<file path="src/rtl/axis_uart_pkg.sv">
// Shared types and helpers for the AXI-Stream UART transmit path.
package axis_uart_pkg;

    // Widest character the transmitter supports.
    localparam int unsigned MaxDataWidth = 9;

    typedef enum logic [1:0] {
        ParityNone = 2'b00,
        ParityEven = 2'b01,
        ParityOdd  = 2'b10
    } parity_e;

    typedef enum logic [2:0] {
        StIdle,
        StStart,
        StData,
        StParity,
        StStop
    } tx_state_e;

    // Map the raw parity_mode encoding. The spare code 2'b11 also means no parity.
    function automatic parity_e parity_decode(input logic [1:0] mode);
        case (mode)
            2'b01:   return ParityEven;
            2'b10:   return ParityOdd;
            default: return ParityNone;
        endcase
    endfunction

    // Parity bit for a zero-extended character. Zero padding does not change the XOR.
    function automatic logic parity_bit(input logic [MaxDataWidth-1:0] data, input parity_e mode);
        return (mode == ParityOdd) ? ~(^data) : (^data);
    endfunction

endpackage

</file>
<file path="src/rtl/axis_sync_fifo.sv">
// Single-clock FIFO with occupancy count. DEPTH must be a power of two, at least 2.
module axis_sync_fifo #(
    parameter int unsigned WIDTH = 8,
    parameter int unsigned DEPTH = 16
) (
    input  logic                     clk,
    input  logic                     rst,
    input  logic                     push_i,
    input  logic [WIDTH-1:0]         wdata_i,
    input  logic                     pop_i,
    output logic [WIDTH-1:0]         rdata_o,
    output logic                     full_o,
    output logic                     empty_o,
    output logic [$clog2(DEPTH):0]   level_o
);

    localparam int unsigned PtrWidth   = $clog2(DEPTH);
    localparam int unsigned LevelWidth = PtrWidth + 1;

    logic [WIDTH-1:0]      mem_q [DEPTH];
    logic [PtrWidth-1:0]   wr_ptr_q;
    logic [PtrWidth-1:0]   rd_ptr_q;
    logic [LevelWidth-1:0] level_q;
    logic                  push_ok;
    logic                  pop_ok;

    assign full_o  = (level_q == LevelWidth'(DEPTH));
    assign empty_o = (level_q == '0);
    assign level_o = level_q;
    assign rdata_o = mem_q[rd_ptr_q];

    // Ignore requests that would overflow or underflow.
    assign push_ok = push_i && !full_o;
    assign pop_ok  = pop_i && !empty_o;

    // Storage array; contents need no reset since level gates every read.
    always_ff @(posedge clk) begin
        if (push_ok) begin
            mem_q[wr_ptr_q] <= wdata_i;
        end
    end

    // Pointers wrap naturally; level tracks push/pop, unchanged when both happen.
    always_ff @(posedge clk or posedge rst) begin
        if (rst) begin
            wr_ptr_q <= '0;
            rd_ptr_q <= '0;
            level_q  <= '0;
        end else begin
            if (push_ok) begin
                wr_ptr_q <= wr_ptr_q + PtrWidth'(1);
            end
            if (pop_ok) begin
                rd_ptr_q <= rd_ptr_q + PtrWidth'(1);
            end
            unique case ({push_ok, pop_ok})
                2'b10:   level_q <= level_q + LevelWidth'(1);
                2'b01:   level_q <= level_q - LevelWidth'(1);
                default: level_q <= level_q;
            endcase
        end
    end

endmodule

</file>
<file path="src/rtl/axis_uart_tx_fifo.sv">
// AXI4-Stream to UART transmitter with buffered, gap-free back-to-back frames.
module axis_uart_tx_fifo
    import axis_uart_pkg::*;
#(
    parameter int unsigned DATA_WIDTH     = 8,
    parameter int unsigned FIFO_DEPTH     = 16,
    parameter int unsigned PRESCALE_WIDTH = 16
) (
    input  logic                          clk,
    input  logic                          rst,
    input  logic [DATA_WIDTH-1:0]         s_axis_tdata,
    input  logic                          s_axis_tvalid,
    output logic                          s_axis_tready,
    output logic                          txd,
    output logic                          tx_busy,
    output logic [$clog2(FIFO_DEPTH):0]   fifo_level,
    input  logic [PRESCALE_WIDTH-1:0]     prescale,
    input  logic [1:0]                    parity_mode,
    input  logic                          stop_bits
);

    localparam int unsigned LevelWidth  = $clog2(FIFO_DEPTH) + 1;
    localparam int unsigned BitCntWidth = $clog2(DATA_WIDTH + 1);

    logic                      fifo_full;
    logic                      fifo_empty;
    logic [DATA_WIDTH-1:0]     fifo_rdata;
    logic                      push;
    logic                      pop;
    logic                      last_stop;
    logic [PRESCALE_WIDTH-1:0] pre_load;
    parity_e                   frame_parity;
    logic                      tready_d;
    logic                      tready_q;

    tx_state_e                 state_q;
    logic                      txd_q;
    logic                      busy_q;
    logic [DATA_WIDTH-1:0]     shift_q;
    logic [PRESCALE_WIDTH-1:0] pre_q;
    logic [PRESCALE_WIDTH-1:0] timer_q;
    logic [BitCntWidth-1:0]    bit_cnt_q;
    logic                      par_en_q;
    logic                      par_bit_q;
    logic                      stop_more_q;

    axis_sync_fifo #(
        .WIDTH (DATA_WIDTH),
        .DEPTH (FIFO_DEPTH)
    ) u_fifo (
        .clk     (clk),
        .rst     (rst),
        .push_i  (push),
        .wdata_i (s_axis_tdata),
        .pop_i   (pop),
        .rdata_o (fifo_rdata),
        .full_o  (fifo_full),
        .empty_o (fifo_empty),
        .level_o (fifo_level)
    );

    // Handshake, pop decision and next-cycle fullness for the registered ready.
    always_comb begin
        push         = s_axis_tvalid && tready_q;
        last_stop    = (state_q == StStop) && (timer_q == '0) && !stop_more_q;
        pop          = !fifo_empty && ((state_q == StIdle) || last_stop);
        pre_load     = (prescale == '0) ? '0 : prescale - PRESCALE_WIDTH'(1);
        frame_parity = parity_decode(parity_mode);
        tready_d     = !((fifo_full && !pop) ||
                         ((fifo_level == LevelWidth'(FIFO_DEPTH - 1)) && push && !pop));
    end

    // Ready reflects the FIFO state of the coming cycle; held low during reset.
    always_ff @(posedge clk or posedge rst) begin
        if (rst) begin
            tready_q <= 1'b0;
        end else begin
            tready_q <= tready_d;
        end
    end

    // Frame FSM: a pop (from idle or in the final stop cycle) starts a new frame directly.
    always_ff @(posedge clk or posedge rst) begin
        if (rst) begin
            state_q     <= StIdle;
            txd_q       <= 1'b1;
            busy_q      <= 1'b0;
            shift_q     <= '0;
            pre_q       <= '0;
            timer_q     <= '0;
            bit_cnt_q   <= '0;
            par_en_q    <= 1'b0;
            par_bit_q   <= 1'b0;
            stop_more_q <= 1'b0;
        end else if (pop) begin
            state_q     <= StStart;
            txd_q       <= 1'b0;
            busy_q      <= 1'b1;
            shift_q     <= fifo_rdata;
            pre_q       <= pre_load;
            timer_q     <= pre_load;
            bit_cnt_q   <= '0;
            par_en_q    <= (frame_parity != ParityNone);
            par_bit_q   <= parity_bit(MaxDataWidth'(fifo_rdata), frame_parity);
            stop_more_q <= stop_bits;
        end else if (state_q != StIdle) begin
            if (timer_q != '0) begin
                timer_q <= timer_q - PRESCALE_WIDTH'(1);
            end else begin
                timer_q <= pre_q;
                unique case (state_q)
                    StStart: begin
                        state_q   <= StData;
                        txd_q     <= shift_q[0];
                        shift_q   <= shift_q >> 1;
                        bit_cnt_q <= BitCntWidth'(1);
                    end
                    StData: begin
                        if (bit_cnt_q == BitCntWidth'(DATA_WIDTH)) begin
                            state_q <= par_en_q ? StParity : StStop;
                            txd_q   <= par_en_q ? par_bit_q : 1'b1;
                        end else begin
                            txd_q     <= shift_q[0];
                            shift_q   <= shift_q >> 1;
                            bit_cnt_q <= bit_cnt_q + BitCntWidth'(1);
                        end
                    end
                    StParity: begin
                        state_q <= StStop;
                        txd_q   <= 1'b1;
                    end
                    StStop: begin
                        if (stop_more_q) begin
                            stop_more_q <= 1'b0;
                        end else begin
                            // Final stop cycle with an empty FIFO.
                            state_q <= StIdle;
                            busy_q  <= 1'b0;
                        end
                    end
                    default: ;
                endcase
            end
        end
    end

    assign s_axis_tready = tready_q;
    assign txd           = txd_q;
    assign tx_busy       = busy_q;

endmodule

</file>
<file path="config.mk">
export PLATFORM = sky130hd
export DESIGN_NAME = axis_uart_tx_fifo
export DESIGN_NICKNAME = d
export VERILOG_FILES = /design/src/rtl/axis_uart_pkg.sv /design/src/rtl/axis_sync_fifo.sv /design/src/rtl/axis_uart_tx_fifo.sv
export SDC_FILE = /design/constraint.sdc
export NUM_CORES = 1
export LEC_CHECK = 0
export CORE_ASPECT_RATIO = 0.75
export CORE_MARGIN = 4
export CORE_UTILIZATION = 55
export CTS_BUF_LIST = sky130_fd_sc_hd__clkbuf_4
export DETAILED_ROUTE_END_ITERATION = 8
export PLACE_DENSITY = 0.75
export SYNTH_ARGS = -nofsm -noshare
export SYNTH_HDL_FRONTEND = slang
export SYNTH_HIERARCHICAL = 1
export SYNTH_SLANG_ARGS = --single-unit
</file>
<file path="constraint.sdc">
create_clock -name clk -period 5 [get_ports clk]
set_clock_uncertainty 0.05 [all_clocks]
set_input_delay 0.75 -clock clk [delete_from_list [all_inputs] [get_ports clk]]
set_output_delay 0.75 -clock clk [all_outputs]
set_load 0.05 [all_outputs]
</file>
==> flow_metrics.env <==
export IMPL_outcome="completed"
export IMPL_ys_types=81
export IMPL_synth_area_leaders="edfxtp_1, dfrtp_1, mux4_2, mux2i_1, xnor2_1"
export IMPL_route_met2_wl_mm=8.99
export IMPL_ir_drop_mv=0.313
export IMPL_dr_pass1_iters=5
export IMPL_antenna_cells=0
export IMPL_cts_resized=0
export IMPL_fillers=1271
export IMPL_synth_yosys_seq_area_share_pct=59.0
export IMPL_vias=6197
export IMPL_synth_simple_gate_area_share_pct=10.1
export IMPL_die_h_um=121
export IMPL_slew_viol_final=0
export IMPL_die_x_um=158
export IMPL_drtAntennaViolNets=0
export IMPL_power_density_mw_per_mm2=394
export IMPL_cts_hold_buf=0
export IMPL_yosysMostFrequentCell="edfxtp_1"
export IMPL_wirelength_mm=20.9
export IMPL_cts_buffers=17
export IMPL_syn_area_mm2=0.00931
export IMPL_setup_viol=0
export IMPL_synthesis_nets=754
export IMPL_route_met3_wl_mm=2.19
export IMPL_finalCritPeriodShare_pct=93.8
export IMPL_synthArstFlopShare_pct=34.0
export IMPL_io_pins=38
export IMPL_syn_area_per_cell_um2=13.2
export IMPL_crit_path_end_kind="flop"
export IMPL_synth_mux_area_share_pct=8.84
export IMPL_start_util_pct=57.1
export IMPL_synth_common_cells="edfxtp_1, dfrtp_1, nand2_1"
export IMPL_grt_pass1_wl_mm=33.3
export IMPL_relSlewSlack_pct=13.9
export IMPL_antenna_found_initial=0
export IMPL_cts_root_buf="clkbuf_4"
export IMPL_synthXorXnorAreaFrac_pct=3.29
export IMPL_grt_total_usage_pct=22.7
export IMPL_portBuffers=37
export IMPL_overflow=0
export IMPL_dp_hpwl_mm=14.4
export IMPL_hold_viol=0
export IMPL_setup_slack_ns=0.308
export IMPL_synth_top_family_by_area="compound AO/OA/AOI/OAI gates"
export IMPL_max_clock_freq_ghz=0.213
export IMPL_grt_pass1_vias=6049
export IMPL_crit_type="flop to flop"
export IMPL_cts_buffer_depth=2
export IMPL_cts_setup_buffers=0
export IMPL_cts_tree="done"
export IMPL_cap_violations=0
export IMPL_drc=0
export IMPL_crit_arrival_ns=5.12
export IMPL_leakagePower_nw=3.67
export IMPL_met1_length_mm=9.62
export IMPL_coreArea_mm2=0.0163
export IMPL_synth_seq_cells=194
export IMPL_clock_latency_ns=0.58
export IMPL_ys_warn_count=6
export IMPL_worstPathRequired_ns=5.43
export IMPL_drive_gt1_share_pct=13.0
export IMPL_hold_class="flop to flop"
export IMPL_synth_top_area_share_pct=41.3
export IMPL_yosysTopAreaCell="edfxtp_1"
export IMPL_nets=779
export IMPL_drtIter0Drc=699
export IMPL_grt_max_degree=54
export IMPL_fin_crit_ns=4.69
export IMPL_htreeDepth=4
export IMPL_synthToLayoutAreaGrowth_pct=8.33
export IMPL_dieArea_mm2=0.0191
export IMPL_rsz0062_at_grt="no"
export IMPL_highest_layer="met4"
export IMPL_worst_setup_path_start_kind="flop"
export IMPL_gp_congestion=0.924
export IMPL_wl_per_cell_um=21.9
export IMPL_synth_edf_count=128
export IMPL_yosys_area_share_adder_pct=2.23
export IMPL_syn_inst=708
export IMPL_worst_pin_slew_ns=1.28
export IMPL_crit_fanout=19
export IMPL_row_count=40
export IMPL_synth_compound_area_share_pct=13.0
export IMPL_clkSinkCount=194
export IMPL_dpl_worst_slack_ns=0.487
export IMPL_clkTransAtPathRegs_ns=0.16
export IMPL_setup_tns_ns=0
export IMPL_synth_main_ff_cell="edfxtp_1"
export IMPL_viasPerCell=6.48
[power by group]
group          switching (W)  internal [W]  leakage (nW)
clock               0.000582      0.000280         0.168
combinational       0.000546      0.000422          1.56
sequential          0.000214       0.00193          1.94
[layout by cell type, fill, tap and decap left out, types with 4 or more instances in the layout]
master           instances
edfxtp_1               128
dfrtp_1                 64
nand2_1                 39
clkdlybuf4s50_1         37
o21ai_0                 35
nor2_1                  33
mux2i_1                 29
xnor2_1                 24
inv_1                   23
a21oi_1                 22
nor3_1                  19
clkbuf_4                17
mux4_2                  16
ha_1                    15
nand3_1                 13
a221oi_1                13
o31ai_1                 12
nand2b_1                11
xor2_1                  11
mux2_2                  11
nand4_1                 10
o21ai_1                 10
a31oi_1                 10
a22oi_1                 10
buf_4                    8
nor2b_1                  6
o221ai_1                 6
o221a_2                  5
and2_1                   5
o211ai_1                 5
inv_8                    5
nor4_2                   4
o2bb2ai_1                4
o22a_1                   4
clkinv_8                 4
[flip-flops by register name (all words and copies together) (netlist names), 3 cells and up]
| register | cells |
|---|---|
| bit_cnt_q | 4 |
| pre_q | 16 |
| shift_q | 8 |
| state_q | 3 |
| timer_q | 16 |
| u_fifo/level_o | 5 |
| u_fifo/mem_q | 128 |
| u_fifo/rd_ptr_q | 4 |
| u_fifo/wr_ptr_q | 4 |
[cells by family (layout without fill, tap and decap cells)]
kind of cell / after synthesis / in the layout
compound gates: 166 / 166
xor+xnor: 35 / 35
fa+ha+maj: 16 / 16
buf+inv: 65 / 103
flops: 194 / 194
mux: 60 / 60
simple gates: 172 / 172
[critical path, cell delays in order, from the launching register on]
cell and delay, ns:
dfrtp_1 0.51, or2_1 0.35, a211oi_4 0.78, nand2_2 0.50, inv_2 0.21, nor2b_1 0.43, ha_1 0.34, inv_1 0.11
fa_1 0.42, nor2b_1 0.14, o21ai_0 0.13, nand3_1 0.10, or3b_1 0.37, xnor2_1 0.13
[metrics by stage]
| step | hold slack [ns] | instances | power [W] | utilization (%) | area, um2 |
|---|---|---|---|---|---|
| 2_1_floorplan | 0.393 | 708 | 0.00285 | - | 9310 |
| 3_3_place_gp | 0.419 | 924 | 0.00308 | 59.9 | 9770 |
| 3_5_place_dp | 0.419 | 924 | 0.00313 | 59.9 | 9770 |
| 4_1_cts | 0.457 | 956 | 0.00399 | 61.8 | 10100 |
| 5_1_grt | 0.496 | 956 | 0.00418 | 61.8 | 10100 |
| 6_report | 0.458 | 956 | 0.00397 | 61.8 | 10100 |
[cell type report]
type / instances / area (um2) / area share [%]
well taps: 210 / 263 / 2.60
multi-input cells: 449 / 3490 / 34.6
clock inverters: 15 / 186 / 1.85
flip-flops and latches: 194 / 5500 / 54.5
inverters: 26 / 97.6 / 0.967
repair buffers: 45 / 430 / 4.27
clock buffers: 17 / 128 / 1.27
[worst paths after layout]
kind / start / slack (ns) / end / cells past startpoint
setup reg to reg: state_q[0] / 0.31 / u_fifo/level_o[4] / 13
hold reg to reg: pre_q[9] / 0.46 / pre_q[9] / 1
max in group asynchronous: rst / 3.44 / pre_q[12] / 2
hold / removal: pre_q[9] / 0.46 / pre_q[9] / 1
setup / recovery: state_q[0] / 0.31 / u_fifo/level_o[4] / 13
min in group asynchronous: rst / 0.54 / u_fifo/wr_ptr_q[3] / 2
[routing by layer]
layer	global-route usage (%)	vias to the layer above
met4	3.52	0
met5	0	-
met3	6.23	17
met2	31.8	296
li1	-	2774
met1	36.3	3110
Note: power is estimated with default switching activity, not from simulation.
